<file path="src/rtl/usb_wr_arb.sv">
// Round-robin arbiter sharing the USB write FIFO between NUM_SRC 32-bit sources, committing
// packets on burst end, idle timeout or CPU request. Optional stall counter: USB_WR_ARB_STALL_CNT_EN.
module usb_wr_arb #(
    parameter int NUM_SRC       = 4,
    parameter int BURST_LEN     = 64,
    parameter int FLUSH_TIMEOUT = 4096
) (
    input  logic                  clk,
    input  logic                  reset,
    input  logic [NUM_SRC-1:0]    src_en,
    input  logic [NUM_SRC-1:0]    src_valid,
    input  logic [32*NUM_SRC-1:0] src_data,
    output logic [NUM_SRC-1:0]    src_ready,
    output logic [31:0]           usb_wr_data,
    output logic [3:0]            usb_wr_be,
    output logic                  usb_wr_en,
    input  logic                  usb_wr_fifo_full,
    output logic                  usb_wr_push,
    input  logic                  cpu_push,
    output logic [1:0]            cur_src,
`ifdef USB_WR_ARB_STALL_CNT_EN
    output logic [31:0]           stall_cycles,
`endif
    output logic                  busy
);

    typedef enum logic [1:0] {
        ST_IDLE  = 2'd0,
        ST_BURST = 2'd1,
        ST_PUSH  = 2'd2
    } state_t;

    localparam logic [15:0] BURST_LAST = 16'(BURST_LEN - 1);
    localparam logic [19:0] TMO_LAST   = 20'(FLUSH_TIMEOUT - 1);
    localparam logic [1:0]  RR_INIT    = 2'(NUM_SRC - 1);

    state_t       state_q, state_d;
    logic [1:0]   rr_q, rr_d;
    logic [1:0]   cur_src_q, cur_src_d;
    logic [15:0]  burst_cnt_q, burst_cnt_d;
    logic [15:0]  pending_q, pending_d;
    logic [19:0]  tmo_q, tmo_d;
    logic         cpu_lat_q, cpu_lat_d;
    logic         wr_en_q, wr_en_d;
    logic [3:0]   wr_be_q, wr_be_d;
    logic [31:0]  wr_data_q, wr_data_d;
    logic         push_q, push_d;
    logic         busy_q, busy_d;

    logic [NUM_SRC-1:0] eligible_s;
    logic               grant_vld_s;
    logic [1:0]         grant_idx_s;
    logic [1:0]         cand_s;
    logic [31:0]        cur_word_s;
    logic               cur_valid_s;
    logic               cur_en_s;
    logic               xfer_s;

    // Round-robin pick: walk downwards so the source closest after rr_q is assigned last
    always_comb begin
        eligible_s  = src_valid & src_en;
        grant_vld_s = 1'b0;
        grant_idx_s = 2'd0;
        cand_s      = 2'd0;
        for (int k = NUM_SRC; k >= 1; k--) begin
            cand_s = 2'((int'(rr_q) + k) % NUM_SRC);
            if (eligible_s[cand_s]) begin
                grant_vld_s = 1'b1;
                grant_idx_s = cand_s;
            end else begin
                grant_vld_s = grant_vld_s;
            end
        end
    end

    // Granted-source view and handshake
    always_comb begin
        cur_word_s = 32'd0;
        for (int i = 0; i < NUM_SRC; i++) begin
            cur_word_s = (cur_src_q == 2'(i)) ? src_data[32*i +: 32] : cur_word_s;
        end
        cur_valid_s = src_valid[cur_src_q];
        cur_en_s    = src_en[cur_src_q];
        xfer_s      = (state_q == ST_BURST) && cur_en_s && cur_valid_s && !usb_wr_fifo_full;
        src_ready            = {NUM_SRC{1'b0}};
        src_ready[cur_src_q] = (state_q == ST_BURST) && cur_en_s && !usb_wr_fifo_full;
    end

    // Next-state logic for the arbiter FSM and its registered outputs
    always_comb begin
        state_d     = state_q;
        rr_d        = rr_q;
        cur_src_d   = cur_src_q;
        burst_cnt_d = burst_cnt_q;
        pending_d   = pending_q;
        tmo_d       = tmo_q;
        cpu_lat_d   = cpu_lat_q | cpu_push;
        wr_en_d     = xfer_s;
        wr_be_d     = xfer_s ? 4'hF : 4'h0;
        wr_data_d   = xfer_s ? cur_word_s : wr_data_q;
        push_d      = (state_q == ST_PUSH);
        if (xfer_s) begin
            tmo_d     = 20'd0;
            pending_d = (pending_q == 16'hFFFF) ? pending_q : pending_q + 16'd1;
        end else begin
            pending_d = pending_q;
        end
        case (state_q)
            ST_IDLE: begin
                if (cpu_lat_q || ((pending_q != 16'd0) && (tmo_q == TMO_LAST))) begin
                    state_d = ST_PUSH;
                end else if (grant_vld_s) begin
                    state_d     = ST_BURST;
                    cur_src_d   = grant_idx_s;
                    rr_d        = grant_idx_s;
                    burst_cnt_d = 16'd0;
                end else if (pending_q != 16'd0) begin
                    tmo_d = tmo_q + 20'd1;
                end else begin
                    tmo_d = tmo_q;
                end
            end
            ST_BURST: begin
                if (xfer_s) begin
                    burst_cnt_d = burst_cnt_q + 16'd1;
                    state_d     = (burst_cnt_q == BURST_LAST) ? ST_PUSH : ST_BURST;
                end else if (!usb_wr_fifo_full && !(cur_valid_s && cur_en_s)) begin
                    state_d = ST_IDLE;
                end else begin
                    state_d = ST_BURST;
                end
            end
            ST_PUSH: begin
                // A cpu_push arriving during the commit is absorbed into it
                pending_d = 16'd0;
                tmo_d     = 20'd0;
                cpu_lat_d = 1'b0;
                state_d   = ST_IDLE;
            end
            default: begin
                state_d = ST_IDLE;
            end
        endcase
        busy_d = (state_d != ST_IDLE);
    end

    // Arbiter state and output registers
    always_ff @(posedge clk or negedge reset) begin
        if (!reset) begin
            state_q     <= ST_IDLE;
            rr_q        <= RR_INIT;
            cur_src_q   <= 2'd0;
            burst_cnt_q <= 16'd0;
            pending_q   <= 16'd0;
            tmo_q       <= 20'd0;
            cpu_lat_q   <= 1'b0;
            wr_en_q     <= 1'b0;
            wr_be_q     <= 4'h0;
            wr_data_q   <= 32'd0;
            push_q      <= 1'b0;
            busy_q      <= 1'b0;
        end else begin
            state_q     <= state_d;
            rr_q        <= rr_d;
            cur_src_q   <= cur_src_d;
            burst_cnt_q <= burst_cnt_d;
            pending_q   <= pending_d;
            tmo_q       <= tmo_d;
            cpu_lat_q   <= cpu_lat_d;
            wr_en_q     <= wr_en_d;
            wr_be_q     <= wr_be_d;
            wr_data_q   <= wr_data_d;
            push_q      <= push_d;
            busy_q      <= busy_d;
        end
    end

    assign usb_wr_en   = wr_en_q;
    assign usb_wr_be   = wr_be_q;
    assign usb_wr_data = wr_data_q;
    assign usb_wr_push = push_q;
    assign cur_src     = cur_src_q;
    assign busy        = busy_q;

`ifdef USB_WR_ARB_STALL_CNT_EN
    logic [31:0] stall_q, stall_d;

    // Stall accounting: granted source waiting on a full FIFO
    always_comb begin
        if (cpu_push) begin
            stall_d = 32'd0;
        end else if ((state_q == ST_BURST) && cur_valid_s && usb_wr_fifo_full &&
                     (stall_q != 32'hFFFF_FFFF)) begin
            stall_d = stall_q + 32'd1;
        end else begin
            stall_d = stall_q;
        end
    end

    // Stall counter register
    always_ff @(posedge clk or negedge reset) begin
        if (!reset) begin
            stall_q <= 32'd0;
        end else begin
            stall_q <= stall_d;
        end
    end

    assign stall_cycles = stall_q;
`endif

endmodule
</file>
<file path="config.mk">
export PLATFORM = sky130hd
export DESIGN_NAME = usb_wr_arb
export DESIGN_NICKNAME = d
export VERILOG_FILES = /design/src/rtl/usb_wr_arb.sv
export SDC_FILE = /design/constraint.sdc
export NUM_CORES = 1
export LEC_CHECK = 0
export ABC_CLOCK_PERIOD_IN_PS = 2400
export BUFFER_PORTS_ARGS = -buffer_cell sky130_fd_sc_hd__buf_4
export CAP_MARGIN = 25
export CORE_AREA = 2 2 138 140
export CTS_CLUSTER_SIZE = 14
export DETAILED_ROUTE_END_ITERATION = 16
export DIE_AREA = 0 0 140 142
export GPL_TIMING_DRIVEN = 0
export PLACE_DENSITY_LB_ADDON = 0.25
export SYNTH_ARGS = -nofsm -noshare
export SYNTH_HDL_FRONTEND = slang
export SYNTH_SLANG_ARGS = --single-unit
</file>
<file path="constraint.sdc">
create_clock -name clk -period 2.4 [get_ports clk]
set_input_delay 0.12 -clock clk [delete_from_list [all_inputs] [get_ports clk]]
set_output_delay 0.12 -clock clk [all_outputs]
set_load 0.05 [all_outputs]
</file>
==> flow_metrics.py <==
metrics = {
    "die": {
        "num_io_pins": 185,
        "core_area_sq_um": 18500,
        "start_util": 0.295,
        "die_h_um": 142,
        "die_w_um": 140,
        "fp.dieArea_sq_um": 19900,
        "row_count": 50,
    },
    "timing": {
        "final.period_utilization": 0.984,
        "fin_ws_ns": 0.0396,
        "skew_ns": 0.0116,
        "hold_viol": 0,
        "period_needed_ns": 2.36,
        "worst_slew_pin_slew_ns": 0.960,
        "final-setup-viol-count": 0,
        "rsz0062_at_grt": "yes",
        "slew_viol_final": 0,
        "slew_headroom": 0.355,
        "fmax_mhz": 424,
    },
    "worst_setup_path": {
        "regToRegSetupSlack_ns": 0.04,
        "critPathTopFamily": "simple AND/OR/NAND/NOR gates",
        "cp.buffers_inverters": 1,
        "cp.required_ns": 2.67,
        "slowest_stage": "or4_1",
        "crit_path_start_kind": "flip-flop",
        "crit_start": "state_q[1]",
        "slowest_delay_ns": 0.55,
        "r2r_start": "state_q[1]",
        "criticalPathCategory": "reg -> reg",
        "crit_path_cell_trace": "or3b_4 -> a41o_1 -> buf_6 -> a311o_1 -> or4_1 -> a21oi_2",
        "cp-end-kind": "flip-flop",
        "arrival_ns": 2.63,
        "cp_max_fo": 8,
    },
    "placement": {
        "dpl_cell_area_sq_um": 7160,
        "port_buffers": 184,
        "dp_hpwl_um": 12200,
        "place_ws_ns": -0.140,
        "place_inst": 972,
        "gp_congestion": 0.790,
    },
    "power": {
        "ir_drop_mv": 0.491,
        "leakage_nw": 3.53,
        "power.internal_mw": 4.12,
        "p_per_area_nw_per_um2": 928,
        "combPwrFrac": 0.474,
        "power_frac_seq": 0.301,
        "switching_share": 0.420,
        "p_switching_mw": 2.98,
        "pwr-share-clk": 0.225,
        "power_mw": 7.11,
    },
    "drt": {
        "ant_nets": 0,
        "drc_errors": 0,
        "wirelength_um": 15900,
        "drt_iter0_drc": 226,
        "drt_pass1_iterations": 4,
        "vias": 5007,
        "avgViaCountPerCell": 5.02,
        "wl_per_cell_um": 16.0,
    },
    "global_route": {
        "antenna_found_initial": 0,
        "grt_pass1_vias": 4868,
        "grt_overflow": 0,
        "grt_max_degree": 49,
        "gr-usage-all-layers": 0.161,
        "grt_pass1_wl_um": 25300,
    },
    "clock_network": {
        "cts.sinks": 94,
        "cts_max_level": 3,
        "cts_tree": "yes",
        "numCtsBuffers": 9,
        "clk_pin_slew_ns": 0.08,
        "cts_root_buf": "clkbuf_16",
        "cts_buffer_depth": 2,
        "clock_latency_ns": 0.35,
    },
    "synth": {
        "ys_seq_area_frac": 0.432,
        "yosys_most_used_dff": "dfrtp_1",
        "synth_warnings": 0,
        "yosysUniqueCellTypes": 63,
        "synth_edf_count": 0,
        "netlist_area_sq_um": 5450,
        "postSynthCellCount": 553,
        "synth-seq-cells": 94,
        "syn_nets": 697,
        "syn_area_per_cell_sq_um": 9.85,
        "ys_async_sr_fraction": 1.00,
    },
    "layout": {
        "nets": 902,
        "syn2layout_area_growth_pct": 40.6,
        "fin_util": 0.415,
        "fin_area_sq_um": 7660,
        "fill_cells": 1829,
        "final_cells": 997,
        "mostFrequentLayoutCell": "buf_4",
        "n_antenna_cell": 0,
        "drive_gt1_frac": 0.375,
        "final_cell_mix": "199 x buf_4, 133 x nand2_1, 92 x dfrtp_1",
    },
    "min_path": {
        "hold_path_class": "in -> reg",
        "hold_start": "usb_wr_fifo_full",
    },
    "outcome": {
        "outcome": "finished, final reports clean",
    },
    "flow_run": {
        "maxCapViolations": 0,
    },
}
## per-stage QoR
stage	hold slack (ns)	setup TNS (ns)
floorplan	-0.176	0
global placement	0.343	-4.50
detailed placement	0.195	-4.11
CTS	0.156	0
global route	0.182	-0.368
finish	0.169	0
## kinds of logic after synthesis
| family | synth area share |
|---|---|
| AND/OR/NAND/NOR | 0.240 |
| flip-flops | 0.432 |
| AO/OA/AOI/OAI | 0.115 |
| buffers and inverters | 0.0344 |
| multiplexers | 0.141 |
| XOR/XNOR | 0.0273 |
| adder cells (fa/ha/maj) | 0.00919 |
## path summary, 6_finish.rpt
kind,end,cells after the start
hold reg to reg,usb_wr_data[3],2
max in group asynchronous,rr_q[0],3
min in group asynchronous,usb_wr_push,2
hold / removal,state_q[0],3
setup reg to reg,pending_q[13],6
setup / recovery,pending_q[13],6
## cell type report
| type | count | area (sq um) | area share |
|---|---|---|---|
| well taps | 234 | 293 | 0.0382 |
| clock inverters | 7 | 104 | 0.0136 |
| plain buffers | 29 | 156 | 0.0204 |
| multi-input cells | 417 | 2990 | 0.390 |
| inverters | 12 | 48.8 | 0.00637 |
| clock buffers | 9 | 225 | 0.0294 |
| flip-flops and latches | 94 | 2350 | 0.307 |
| repair buffers | 195 | 1490 | 0.194 |
## worst min-delay path, cell delays in order
cell     delay [ns]
buf_4          0.10
o21ai_0        0.11
o21ai_0        0.14
## Yosys cell counts, types with 5 or more instances
cell type / number / area [sq um]
xnor2_1: 13 / 114
and2_1: 8 / 50.1
o21ai_0: 12 / 60.1
buf_4: 6 / 45.0
nor4_1: 12 / 75.1
nand2b_1: 5 / 31.3
and3_1: 5 / 31.3
and4_1: 5 / 43.8
mux2i_1: 5 / 50.1
nand2_1: 133 / 499
a21oi_1: 17 / 85.1
nor2_1: 34 / 128
buf_2: 6 / 30.0
nand3_1: 18 / 90.1
mux4_2: 32 / 721
nor3_1: 11 / 55.1
nand4_1: 11 / 68.8
inv_1: 12 / 45.0
dfrtp_1: 92 / 2300
or4_1: 5 / 37.5
clkbuf_1: 14 / 52.6
a31oi_1: 15 / 93.8
or3_1: 5 / 31.3
## flip-flops by register name (all words and copies together) (netlist names)
| register | flops |
|---|---|
| tmo_q | 20 |
| usb_wr_data | 32 |
| rr_q | 2 |
| usb_wr_push | 1 |
| state_q | 2 |
| usb_wr_be | 1 |
| pending_q | 16 |
| cpu_lat_q | 1 |
| cur_src | 2 |
| burst_cnt_q | 16 |
| busy | 1 |
## power groups by stage
stage | registers (mW) | logic (mW) | clock network, mW
after CTS | 2.14 | 3.36 | 1.64
final | 2.14 | 3.37 | 1.60
after global placement | 2.16 | 3.32 | 0
after global routing | 2.18 | 3.60 | 1.71
after detailed placement | 2.16 | 3.34 | 0
after floorplan | 3.04 | 1.34 | 0
## what timing repair did
| action | 4_1_cts | 5_1_grt |
|---|---|---|
| endpoints found under the hold margin | 48 | 0 |
| setup endpoints to repair | 58 | 71 |
| pin swaps | 2 | 6 |
| hold buffers | 2 | 0 |
| gates resized for setup | 5 | 27 |
| setup buffers | 2 | 6 |
## metal layers
metal,wire [um],track usage,vias up,part of all wire
met5,0,0,-,0
met4,293,0.0489,0,0.018
met3,944,0.0437,16,0.059
met2,7930,0.279,150,0.50
met1,6730,0.197,2410,0.42
li1,-,-,2431,-
(Power assumes the default switching activity.)
